`config.mk`:
```
export PLATFORM = sky130hd
export DESIGN_NAME = bf16_to_fp8_pipe
export DESIGN_NICKNAME = d
export VERILOG_FILES = /design/src/rtl/fp8_pkg.sv /design/src/rtl/bf16_fp8_lane.sv /design/src/rtl/bf16_to_fp8_pipe.sv
export SDC_FILE = /design/constraint.sdc
export NUM_CORES = 1
export LEC_CHECK = 0
export BUFFER_PORTS_ARGS = -buffer_cell sky130_fd_sc_hd__buf_2
export CAP_MARGIN = 20
export CELL_PAD_IN_SITES_DETAIL_PLACEMENT = 1
export CELL_PAD_IN_SITES_GLOBAL_PLACEMENT = 1
export CORE_MARGIN = 4
export CORE_UTILIZATION = 46
export DETAILED_ROUTE_END_ITERATION = 10
export PLACE_DENSITY = 0.83
export SYNTH_ARGS = -nofsm -noshare
export SYNTH_HDL_FRONTEND = slang
export SYNTH_SLANG_ARGS = --single-unit
```
`constraint.sdc`:
```
create_clock -name clk -period 4.1 [get_ports clk]
set_input_delay 0.205 -clock clk [delete_from_list [all_inputs] [get_ports clk]]
set_output_delay 0.205 -clock clk [all_outputs]
set_load 0.005 [all_outputs]
```
`src/rtl/fp8_pkg.sv`:
```
// Shared types and constants for the BF16 -> FP8 (OCP E4M3) conversion path.
package fp8_pkg;

  localparam int BF16_BIAS = 127;
  localparam int FP8_BIAS  = 7;
  localparam int BIAS_DIFF = BF16_BIAS - FP8_BIAS;  // 120

  localparam logic [6:0] FP8_MAX_FIN = 7'h7E;  // 448, largest finite E4M3 magnitude
  localparam logic [6:0] FP8_NAN     = 7'h7F;  // the only NaN encoding in E4M3

  // Input classification decided in stage 1 and acted on in stage 2.
  typedef enum logic [2:0] {
    ZERO,
    SUBN,
    NORM,
    INF,
    NAN
  } lane_class_e;

  // Per-lane state carried from stage 1 to stage 2.
  typedef struct packed {
    logic        s;        // sign
    lane_class_e cls;      // input class
    logic [6:0]  code;     // truncated E4M3 magnitude (exp:mant)
    logic        g;        // guard bit
    logic        st;       // sticky bit
    logic        ovf_pre;  // exponent already too large before rounding
  } s1_lane_t;

  // Magnitude produced for an overflowing lane under the selected policy.
  function automatic logic [6:0] ovf_code(input logic sat);
    return sat ? FP8_MAX_FIN : FP8_NAN;
  endfunction

endpackage

```
`src/rtl/bf16_fp8_lane.sv`:
```
// One conversion lane, purely combinational. The stage-1 half classifies the
// BF16 input and aligns it to E4M3; the stage-2 half rounds, detects overflow
// and packs. The top registers the struct between the two halves.
module bf16_fp8_lane
  import fp8_pkg::*;
(
  input  logic [15:0] bf16_i,
  output s1_lane_t    s1_o,
  input  s1_lane_t    s2_i,
  input  logic        rne_i,
  input  logic        sat_i,
  output logic [7:0]  fp8_o,
  output logic        ovf_o
);

  logic [7:0] exp_b;
  logic [6:0] man_b;
  logic [7:0] e_fp8;   // rebiased exponent for the normal range
  logic [7:0] sh;      // right shift for the subnormal range (125 - E)
  logic [7:0] sig;     // significand with hidden one
  logic       up;
  logic [7:0] sum;     // rounded magnitude, bit 7 is carry-out

  assign exp_b = bf16_i[14:7];
  assign man_b = bf16_i[6:0];
  assign e_fp8 = exp_b - 8'(BIAS_DIFF);
  assign sh    = 8'(BIAS_DIFF + 5) - exp_b;
  assign sig   = {1'b1, man_b};

  // Stage-1 half: classify the input and produce truncated code, guard, sticky.
  always_comb begin
    // NOTE: every output gets a default first so no path leaves it unassigned,
    // which would otherwise infer a latch.
    s1_o     = '0;
    s1_o.s   = bf16_i[15];
    s1_o.cls = ZERO;
    if (exp_b == 8'hFF) begin
      s1_o.cls = (man_b != 7'd0) ? NAN : INF;
    end else if (exp_b == 8'h00) begin
      s1_o.cls = ZERO;
    end else if (exp_b > 8'(BIAS_DIFF)) begin
      s1_o.cls     = NORM;
      s1_o.code    = {e_fp8[3:0], man_b[6:4]};
      s1_o.g       = man_b[3];
      s1_o.st      = |man_b[2:0];
      s1_o.ovf_pre = (e_fp8 > 8'd15);
    end else begin
      // E in 1..120 gives sh in 5..124; only sh 5..8 leaves anything to round.
      s1_o.cls = SUBN;
      unique case (sh)
        8'd5: begin
          s1_o.code = 7'(sig[7:5]);
          s1_o.g    = sig[4];
          s1_o.st   = |sig[3:0];
        end
        8'd6: begin
          s1_o.code = 7'(sig[7:6]);
          s1_o.g    = sig[5];
          s1_o.st   = |sig[4:0];
        end
        8'd7: begin
          s1_o.code = 7'(sig[7]);
          s1_o.g    = sig[6];
          s1_o.st   = |sig[5:0];
        end
        8'd8: begin
          s1_o.code = 7'd0;
          s1_o.g    = sig[7];
          s1_o.st   = |sig[6:0];
        end
        default: begin
          // Too small to reach half the smallest subnormal: signed zero.
          s1_o.code = 7'd0;
          s1_o.g    = 1'b0;
          s1_o.st   = 1'b0;
        end
      endcase
    end
  end

  assign up  = rne_i & s2_i.g & (s2_i.st | s2_i.code[0]);
  assign sum = {1'b0, s2_i.code} + 8'(up);

  // Stage-2 half: round to nearest-even if enabled, then apply overflow policy.
  always_comb begin
    ovf_o = 1'b0;
    fp8_o = {s2_i.s, sum[6:0]};
    unique case (s2_i.cls)
      NAN:  fp8_o = {s2_i.s, FP8_NAN};
      INF: begin
        ovf_o = 1'b1;
        fp8_o = {s2_i.s, ovf_code(sat_i)};
      end
      ZERO: fp8_o = {s2_i.s, 7'h00};
      default: begin
        // A carry from 0x07 into 0x08 promotes subnormal to normal for free;
        // a result of 0x7F or a carry out of 7 bits is past the finite range.
        if (s2_i.ovf_pre || (sum == 8'h7F) || sum[7]) begin
          ovf_o = 1'b1;
          fp8_o = {s2_i.s, ovf_code(sat_i)};
        end
      end
    endcase
  end

endmodule

```
`src/rtl/bf16_to_fp8_pipe.sv`:
```
// Multi-lane, two-stage BF16 -> FP8 E4M3 converter with valid/ready on both
// sides and a saturating count of overflowed lanes. Stage 1 holds the
// classified/aligned lanes plus the cfg bits of that beat; stage 2 holds the
// packed result and the per-lane overflow flags.
module bf16_to_fp8_pipe
  import fp8_pkg::*;
#(
  parameter int LANES = 4,
  parameter int CNT_W = 16
) (
  input  logic                 clk,
  input  logic                 rst_n,
  input  logic                 cfg_rne,
  input  logic                 cfg_sat,
  input  logic                 in_valid,
  output logic                 in_ready,
  input  logic [16*LANES-1:0]  in_data,
  output logic                 out_valid,
  input  logic                 out_ready,
  output logic [8*LANES-1:0]   out_data,
  input  logic                 clr_count,
  output logic [CNT_W-1:0]     sat_count
);

  localparam int POP_W = $clog2(LANES + 1);
  localparam int SUM_W = CNT_W + POP_W;
  localparam logic [CNT_W-1:0] CNT_MAX = {CNT_W{1'b1}};

  // Combinational lane outputs.
  s1_lane_t [LANES-1:0]  lane_s1;
  logic [8*LANES-1:0]    lane_fp8;
  logic [LANES-1:0]      lane_ovf;

  // Pipeline state.
  logic                  s1_v_q, s1_v_d;
  s1_lane_t [LANES-1:0]  s1_lane_q, s1_lane_d;
  logic                  s1_rne_q, s1_rne_d;
  logic                  s1_sat_q, s1_sat_d;
  logic                  s2_v_q, s2_v_d;
  logic [8*LANES-1:0]    s2_data_q, s2_data_d;
  logic [LANES-1:0]      s2_ovf_q, s2_ovf_d;
  logic [CNT_W-1:0]      cnt_q, cnt_d;

  logic                  load1, load2;
  logic [POP_W-1:0]      ovf_pop;
  logic [SUM_W-1:0]      cnt_sum;

  for (genvar i = 0; i < LANES; i++) begin : g_lane
    bf16_fp8_lane u_lane (
      .bf16_i (in_data[16*i +: 16]),
      .s1_o   (lane_s1[i]),
      .s2_i   (s1_lane_q[i]),
      .rne_i  (s1_rne_q),
      .sat_i  (s1_sat_q),
      .fp8_o  (lane_fp8[8*i +: 8]),
      .ovf_o  (lane_ovf[i])
    );
  end

  // A stage loads when it is empty or its contents move on this cycle.
  assign load2     = !s2_v_q || out_ready;
  assign load1     = !s1_v_q || load2;
  assign in_ready  = load1;
  assign out_valid = s2_v_q;
  assign out_data  = s2_data_q;
  assign sat_count = cnt_q;

  // Next-state of both pipeline stages.
  always_comb begin
    s1_v_d    = s1_v_q;
    s1_lane_d = s1_lane_q;
    s1_rne_d  = s1_rne_q;
    s1_sat_d  = s1_sat_q;
    s2_v_d    = s2_v_q;
    s2_data_d = s2_data_q;
    s2_ovf_d  = s2_ovf_q;
    if (load1) begin
      s1_v_d = in_valid;
      if (in_valid) begin
        s1_lane_d = lane_s1;
        s1_rne_d  = cfg_rne;
        s1_sat_d  = cfg_sat;
      end
    end
    if (load2) begin
      s2_v_d = s1_v_q;
      if (s1_v_q) begin
        s2_data_d = lane_fp8;
        s2_ovf_d  = lane_ovf;
      end
    end
  end

  // Number of overflowed lanes in the beat currently held by stage 2.
  always_comb begin
    ovf_pop = '0;
    for (int i = 0; i < LANES; i++) begin
      // NOTE: blocking assignment is right here: the loop accumulates within
      // one evaluation of combinational logic.
      ovf_pop = ovf_pop + POP_W'(s2_ovf_q[i]);
    end
  end

  assign cnt_sum = SUM_W'(cnt_q) + SUM_W'(ovf_pop);

  // Saturating overflow counter; clear wins over a same-cycle increment.
  always_comb begin
    cnt_d = cnt_q;
    if (clr_count) begin
      cnt_d = '0;
    end else if (s2_v_q && out_ready) begin
      cnt_d = (cnt_sum > SUM_W'(CNT_MAX)) ? CNT_MAX : cnt_sum[CNT_W-1:0];
    end
  end

  // Pipeline and counter registers.
  always_ff @(posedge clk or negedge rst_n) begin
    if (!rst_n) begin
      // NOTE: data registers are reset too, not just the valids, because
      // out_data must read zero out of reset and the cost is a few dozen flops.
      s1_v_q    <= 1'b0;
      s1_lane_q <= '0;
      s1_rne_q  <= 1'b0;
      s1_sat_q  <= 1'b0;
      s2_v_q    <= 1'b0;
      s2_data_q <= '0;
      s2_ovf_q  <= '0;
      cnt_q     <= '0;
    end else begin
      // NOTE: non-blocking assignments so every flop samples pre-edge values.
      s1_v_q    <= s1_v_d;
      s1_lane_q <= s1_lane_d;
      s1_rne_q  <= s1_rne_d;
      s1_sat_q  <= s1_sat_d;
      s2_v_q    <= s2_v_d;
      s2_data_q <= s2_data_d;
      s2_ovf_q  <= s2_ovf_d;
      cnt_q     <= cnt_d;
    end
  end

endmodule
```
== Word level (Yosys, flattened, before mapping) ==
Cells that the tools add are included.
Word-level totals
  output and inout bits: 50
  register bits after elaboration: 112
  word-level logic and storage cells: 204
Operators by class
  $add $sub $neg: 16
  multiplexer cells: 52
  reductions and logical operators: 52
  $lt $le $gt $ge: 9
  bitwise logic cells: 12
  eq/ne operators: 32
Operators by type and width (count)
  == test 8 x 3 -> 1 bit, second input constant: 12
  one-hot mux 7 bit (3 select lines): 4
  two-way mux 10 bit: 8
  one-hot mux 5 bit (4 select lines): 4
  two-way mux 16 bit: 3
  two-way mux 11 bit: 4
  two-way mux 3 bit: 12
  adder 7 x 1 -> 8 bit: 4
  == test 8 x 4 -> 1 bit, second input constant: 4
  == test 8 x 7 -> 1 bit, second input constant: 4
  == test 8 bit, second input constant: 4
  greater-than comparator 8 x 4 -> 1 bit, second input constant: 4
  greater-than comparator 8 x 7 -> 1 bit, second input constant: 4
  logical NOT 8 bit: 4
  subtractor 7 x 8 -> 8 bit, first input constant: 4
  subtractor 8 x 7 -> 8 bit, second input constant: 4
  two-way mux 7 bit: 4
  nonzero test 7 bit: 4
  OR reduction 7 bit: 4
  OR reduction 6 bit: 4
  OR reduction 5 bit: 4
  adder 16 x 3 -> 17 bit: 1
  greater-than comparator 17 x 16 -> 1 bit, second input constant: 1
  OR reduction 4 bit: 4
  other kinds (17): 64

== Longest topological paths before layout ==
Gate-level depths: netlist (run 1).
  depth after elaboration: 8
  mapped depth: 10

== By module ==
Synthesis (run 1) repeated with hierarchy kept, for this count alone.
Second synthesis, totals
  cells, all modules: 836
  area total of the unflattened synthesis: 7822.5 um2
Modules (own cells, without submodules)
  bf16_to_fp8_pipe: area an instance 4554.4 um2, seq. area each 2802.7 um2, cells each 312, times used 1
  bf16_fp8_lane: area an instance 817.0 um2, seq. area each 0.0 um2, cells each 131, times used 4

== Least setup slack after synthesis (run 1) ==
No wires, ideal clock.
  kind: reg2reg
  from: register cnt_q[0] (netlist: sat_count[0])
  to: register cnt_q[13] (netlist: sat_count[13])
  slack: 1.433 ns
  arrival time: 2.568 ns
  library setup time: 0.099 ns
  cell stages (with the launch flop): 10
  required time: 4.001 ns
  cell sequence: dfrtp_1 fa_1 inv_1 fa_1 inv_1 fa_1 nand3_1 or3_1 clkbuf_1 a311oi_1
Between the ends
  longest elaborated chain between the ends: 5
RTL lines
  start, declared: RTL line bf16_to_fp8_pipe.sv:42  | logic [CNT_W-1:0] cnt_q, cnt_d;
  start signal, assigned: RTL line bf16_to_fp8_pipe.sv:138  | cnt_q <= cnt_d;
  adder 16 x 3 -> 17 bit (*): RTL line bf16_to_fp8_pipe.sv:104  | assign cnt_sum = SUM_W'(cnt_q) + SUM_W'(ovf_pop);
  greater-than comparator 17 x 16 -> 1 bit: RTL line bf16_to_fp8_pipe.sv:112  | cnt_d = (cnt_sum > SUM_W'(CNT_MAX)) ? CNT_MAX : cnt_sum[CNT_W-1:0];
  two-way mux 16 bit (*): RTL line bf16_to_fp8_pipe.sv:112
  two-way mux 16 bit (*): RTL line bf16_to_fp8_pipe.sv:111  | end else if (s2_v_q && out_ready) begin
  two-way mux 16 bit (*): RTL line bf16_to_fp8_pipe.sv:109  | if (clr_count) begin
Mark *: on every way between the ends. The rest lies on a longest branch, timed or not. The select of a mux whose other input is x is not followed.
A chain may end at the register's enable or synchronous reset.

== Worst setup path after layout (run 1) ==
  from: register cnt_q[0] (netlist: sat_count[0])
  to: register cnt_q[2] (netlist: sat_count[2])
Same word-level chain as after synthesis.

==> flow_summary.ini, run 1 <==
[run_status]
outcome = finished, final reports clean

[worst_hold_path]
holdPathStages = 3
worst_hold_path.endpoint = s1_lane_q[13]$_DFFE_PN0P_
worstHoldStart = in_data[15]
hold_path_class = in -> reg

[route]
num_vias = 6646
wl_per_cell_um = 18.1
drc = 0
dr.first_iter.drc_count = 381
finalWirelength_um = 20100
firstDrtPassIters = 4
ant_nets = 0
via_per_inst = 5.99

[finish]
n_antenna_cell = 0
fin_area_um2 = 8140
final_util_pct = 53.7
layout-drive-gt1-share_pct = 17.7
area_growth_pct = 15.1
mostFrequentLayoutCell = buf_2
fin_nets = 1016
layout_common_cells = 119 x buf_2, 118 x nand2_1, 112 x dfrtp_1
finalNonFillerCells = 1110

[setup_path]
slowest_delay_ns = 0.58
r2r-start = sat_count[0]$_DFFE_PN0P_
crit_buf_inv = 2
cp.required_ns = 4.34
path_cells = fa_1 > inv_1 > fa_1 > inv_1 > fa_1 > nand3_1 > or3_1 > a211oi_1
rrSetupSlack_ns = 1.21
critPathCaptureType = register
cp_top_family = adder cells
worstSetupPathType = reg -> reg
crit_slowest_cell = or3_1
crit_start = sat_count[0]$_DFFE_PN0P_
crit_path_start_kind = register
path_common_cell = fa_1
worstPathMaxFanout = 13
rr_endpoint = sat_count[2]$_DFFE_PN0P_
reg2reg_depth = 8
critPathArrivalTime_ns = 3.13

[synthesis]
synthesis.nets = 904
yosysSeqAreaShare_pct = 39.7
yosys-mux-area-fraction_pct = 2.09
synth_cells = 805
synth_top_family_by_area = simple AND/OR/NAND/NOR gates
yosys_register_bits = 112
yosysUniqueCellTypes = 70
synth_compound_area_share_pct = 22.6
synth_xor_xnor_area_share_pct = 3.22
yosys_most_used_dff = dfrtp_1
synth-simple-area-share_pct = 24.1
synth_edf_count = 0
synthAdderAreaFrac_pct = 5.28
ys_warn_count = 0
async_reset_ff_share_pct = 100
avgSynthCellArea_um2 = 8.78
mappedNetlistArea_um2 = 7070

[power]
combPwrFrac_pct = 26.0
swShare_pct = 33.1
power_mw = 3.09
ir_drop_mv = 0.197
power.density_nw_per_um2 = 380
power.internal_mw = 2.07
leakage_nw = 3.76
clock_power_share_pct = 27.5
p_sw_mw = 1.02
seqPwrFrac_pct = 46.4

[die]
core_um2 = 15100
num_io_pins = 121
design.die.area_um2 = 17400
die_x_um = 132
fp-row-count = 45
dieHeight_um = 132
start_util_pct = 46.7

[cts]
cts_buffers = 9
clockBufferDepth = 2
path_clk_slew_ns = 0.07
clock_latency_ns = 0.35
cts.sinks = 112
htreeDepth = 3
cts-root-buf = clkbuf_16
cts_tree = built

[place]
dpl_cell_area_um2 = 7840
dp.cells = 1093
port_buffers = 120
post-dp-hpwl_um = 15200
place_congestion = 0.865

[grt]
grt_pass1_vias = 6865
overflow = 0
grt_first_pass_wirelength_um = 34100
grt_max_degree = 51
antenna_found_initial = 0
grt_use_total_pct = 23.1

[timing]
rsz0062_at_grt = false
report.final.setup_viol = 0
tns_ns = 0
post-route-min-period_ns = 2.89
finClkSkew_ns = 0.00888
relSlewSlack_pct = 47.8
hold_viol = 0
tightest_slew_ns = 0.763
drv_slew = 0
min_period_over_period_pct = 70.5
max_freq_ghz = 0.346

[run]
maxCapViolCount = 0
==> how the worst max path moves through the flow <==
stage	cells after the start	to	slack, ns
2_1_floorplan	9	sat_count[13]$_DFFE_PN0P_	1.43
3_3_place_gp	8	sat_count[0]$_DFFE_PN0P_	1.34
3_5_place_dp	8	sat_count[0]$_DFFE_PN0P_	1.25
4_1_cts	8	sat_count[1]$_DFFE_PN0P_	1.21
5_1_grt	8	sat_count[1]$_DFFE_PN0P_	1.02
6_report	8	sat_count[2]$_DFFE_PN0P_	1.21
==> routing by layer <==
| metal | part of all wire (%) | track usage, % | up-vias |
|---|---|---|---|
| li1 | - | - | 3203 |
| met4 | 1.5 | 6.42 | 0 |
| met1 | 45 | 30.4 | 3315 |
| met3 | 3.1 | 2.29 | 23 |
| met2 | 51 | 40.7 | 105 |
| met5 | 0 | 0 | - |
==> logic make-up after synthesis <==
logic type,after synthesis
fa+ha+maj,28
simple gates,339
buf+inv,55
compound gates,231
mux,14
flops,112
xor+xnor,26
==> stage by stage <==
stage               setup slack [ns]  hold slack [ns]
floorplan                       1.43          -0.0906
global placement                1.34            0.137
detailed placement              1.25            0.139
CTS                             1.21           0.0460
global route                    1.02           0.0704
finish                          1.21           0.0548
==> worst min-delay path: cells and delay by family <==
family	cells	cell delay [ns]
buffers and inverters	1	0.07
and+or+nand+nor	2	0.09
==> synth_stat cells, types with 6 or more instances <==
| library cell | count | area, um^2 |
|---|---|---|
| and4_1 | 11 | 96.3 |
| and3_1 | 11 | 68.8 |
| buf_1 | 6 | 22.5 |
| clkbuf_1 | 17 | 63.8 |
| nor4_1 | 10 | 62.6 |
| nor4b_1 | 6 | 52.6 |
| or3_1 | 8 | 50.1 |
| nand3_1 | 29 | 145 |
| mux2_2 | 6 | 67.6 |
| o31ai_1 | 8 | 60.1 |
| nor2b_1 | 13 | 81.3 |
| dfrtp_1 | 112 | 2800 |
| a21oi_1 | 35 | 175 |
| o32a_1 | 9 | 90.1 |
| ha_1 | 25 | 313 |
| nand2b_1 | 9 | 56.3 |
| o21ai_0 | 62 | 310 |
| mux2i_1 | 8 | 80.1 |
| nor3_1 | 18 | 90.1 |
| a22oi_1 | 6 | 45.0 |
| xnor2_1 | 8 | 70.1 |
| nand2_1 | 119 | 447 |
| a21o_1 | 10 | 75.1 |
| and2_1 | 9 | 56.3 |
| a31oi_1 | 14 | 87.6 |
| nor2_1 | 61 | 229 |
| nand3b_1 | 10 | 75.1 |
| a211oi_1 | 14 | 105 |
| xor2_1 | 18 | 158 |
| inv_1 | 30 | 113 |
| nand4_1 | 9 | 56.3 |
| a22o_1 | 15 | 131 |
==> state kept, by name, indices dropped and copies added (netlist names) <==
| signal | count |
|---|---|
| s1_lane_q | 56 |
| out_data | 32 |
| sat_count | 16 |
| s2_ovf_q | 4 |
| out_valid | 1 |
| s1_rne_q | 1 |
| s1_sat_q | 1 |
| s1_v_q | 1 |
==> area by class of cell <==
type	count	area, um^2
sequential	112	2800
tap	188	235
clock inverter	4	28.8
inverter	30	113
multi-input combinational	638	4050
fill	1858	7010
timing repair buffer	126	651
clock buffer	12	256
==> power groups by stage <==
stage	Sequential [mW]	Combinational, mW	Clock, mW
final	1.44	0.806	0.851
after global placement	1.44	0.765	0
after global routing	1.46	0.912	0.905
after CTS	1.44	0.815	0.869
after detailed placement	1.46	0.804	0
after floorplan	1.42	0.478	0
==> repair_timing <==
action                                 in CTS  in global routing
hold buffers                                1                  0
buffers inserted                            0                  0
gates resized for setup                     0                  0
endpoints found under the hold margin      22                  0
No activity file was read; power rests on OpenSTA's default activity.
==> run 2: changes to the inputs <==
CORE_UTILIZATION = 39   (was 46)
PLACE_DENSITY = 0.74   (was 0.83)
clock period = 2.5 ns   (was 4.1 ns; I/O delays follow)
==> flow_summary.ini, run 2 (synthesis gave the netlist of run 1 again) <==
[run_status]
outcome = complete, but fails checks
violations = negative setup slack

[timing]
tns_ns = -0.0400
relSlewSlack_pct = 58.4
report.final.setup_viol = 2
drv_slew = 0
max_freq_ghz = 0.395
min_period_over_period_pct = 101
rsz0062_at_grt = true
worst_slack_ns = -0.0287
hold_viol = 0
finClkSkew_ns = 0.00717
tightest_slew_ns = 0.625
post-route-min-period_ns = 2.53

[die]
fp-row-count = 48
num_io_pins = 121
core_um2 = 17500
dieHeight_um = 143
start_util_pct = 40.3
die_x_um = 143
design.die.area_um2 = 20300

[cts]
cts_buffers = 9
htreeDepth = 3
clock_latency_ns = 0.35
cts-root-buf = clkbuf_16
path_clk_slew_ns = 0.07
cts.sinks = 112
clockBufferDepth = 2
cts_tree = built

[place]
post-dp-hpwl_um = 15800
place_congestion = 0.856
dp.cells = 1144
dpl_cell_area_um2 = 8030
port_buffers = 120

[finish]
fin_nets = 1037
mostFrequentLayoutCell = buf_2
n_antenna_cell = 0
layout_common_cells = 119 x buf_2, 118 x nand2_1, 111 x dfrtp_1
largest-register = s1_lane_q
finalNonFillerCells = 1167
fill_cells = 2105
layout-drive-gt1-share_pct = 20.9
largest_register_ffs = 56
fin_area_um2 = 8460
final_util_pct = 48.2
area_growth_pct = 19.7

[setup_path]
r2r-start = s2_ovf_q[2]$_DFFE_PN0P_
worst-path-stages = 8
worstSetupPathType = reg -> reg
path_cells = fa_1 > inv_1 > fa_2 > inv_2 > fa_2 > nand3_2 > or3_4 > a311oi_2
reg2reg_depth = 8
crit_start = s2_ovf_q[2]$_DFFE_PN0P_
path_common_cell = fa_2
cp_top_family = adder cells
critPathCaptureType = register
critPathArrivalTime_ns = 2.78
slowest_delay_ns = 0.53
crit_buf_inv = 2
rr_endpoint = sat_count[1]$_DFFE_PN0P_
rrSetupSlack_ns = -0.03
worstPathMaxFanout = 7
cp.required_ns = 2.75
crit_slowest_cell = fa_1
crit_path_start_kind = register

[route]
ant_nets = 0
route.met3.wl_um = 679
dr.first_iter.drc_count = 289
met1_length_um = 9340
num_vias = 6685
wl_per_cell_um = 17.8
top_layer_used = met4
firstDrtPassIters = 4
finalWirelength_um = 20700
drc = 0
met2_wirelength_um = 10400
via_per_inst = 5.73

[worst_hold_path]
hold_path_class = in -> reg
holdPathStages = 3
worstHoldStart = in_data[31]
worst_hold_path.endpoint = s1_lane_q[27]$_DFFE_PN0P_

[grt]
antenna_found_initial = 0
grt_max_degree = 62
grt_first_pass_wirelength_um = 34300
grt_pass1_vias = 6797
grt_use_total_pct = 20.5
overflow = 0

[power]
leakage_nw = 3.86
ir_drop_mv = 0.286
power.density_nw_per_um2 = 600

[run]
maxCapViolCount = 0
## run 2: changes by cell type in the layout (fill, tap and decap cells not counted), sizes merged
| cell | delta |
|---|---|
| buf | +16 |
| dlygate4sd3 | +4 |
| clkinv | -1 |
| or3 | +1 |
## run 2: worst max path at each step
stage,endpoint
floorplan,sat_count[13]$_DFFE_PN0P_
global placement,sat_count[0]$_DFFE_PN0P_
detailed placement,sat_count[13]$_DFFE_PN0P_
CTS,sat_count[15]$_DFFE_PN0P_
global route,sat_count[15]$_DFFE_PN0P_
finish,sat_count[1]$_DFFE_PN0P_
## run 2: repair_timing
| action | 4_1_cts | 5_1_grt |
|---|---|---|
| hold buffers | 5 | 0 |
| cloned | 1 | 0 |
| hold endpoints to repair | 48 | 0 |
| gates resized for setup | 6 | 13 |
| endpoints found under the setup margin | 23 | 34 |
| setup buffers | 1 | 1 |
| pin swaps | 3 | 4 |
## run 2: final cells by class
type / count / area [um^2] / area share [%]
clock buffers: 12 / 236 / 2.80
well taps: 225 / 282 / 3.33
repair buffers: 146 / 836 / 9.88
multi-input cells: 639 / 4170 / 49.3
clock inverters: 3 / 20.0 / 0.237
inverters: 30 / 113 / 1.33
flip-flops and latches: 112 / 2800 / 33.2
## run 2: worst reg2reg max path, stage by stage (launching register included)
cell,delay [ns]
dfrtp_1,0.40
fa_1,0.53
inv_1,0.05
fa_2,0.34
inv_2,0.06
fa_2,0.22
nand3_2,0.11
or3_4,0.42
a311oi_2,0.30
## run 2: metal layers
metal | track usage, % | vias up
li1 | - | 3247
met1 | 26.7 | 3318
met2 | 36.0 | 99
met3 | 2.91 | 21
met4 | 5.25 | 0
met5 | 0 | -
## run 2: report_power, final
part	leakage, nW	internal (mW)	switching, mW
logic	2.34	0.624	0.786
registers	1.40	2.10	0.262
clock network	0.119	0.671	0.636
## run 2: metrics by stage
stage               setup WS [ns]  hold WS (ns)  power, mW
global placement          -0.0822         0.185       3.72
finish                    -0.0287       0.00611       5.08
CTS                        0.0102      0.000432       5.11
global route               -0.139        0.0129       5.43
detailed placement         -0.152         0.187       3.77
floorplan                 -0.0534        -0.171       3.12
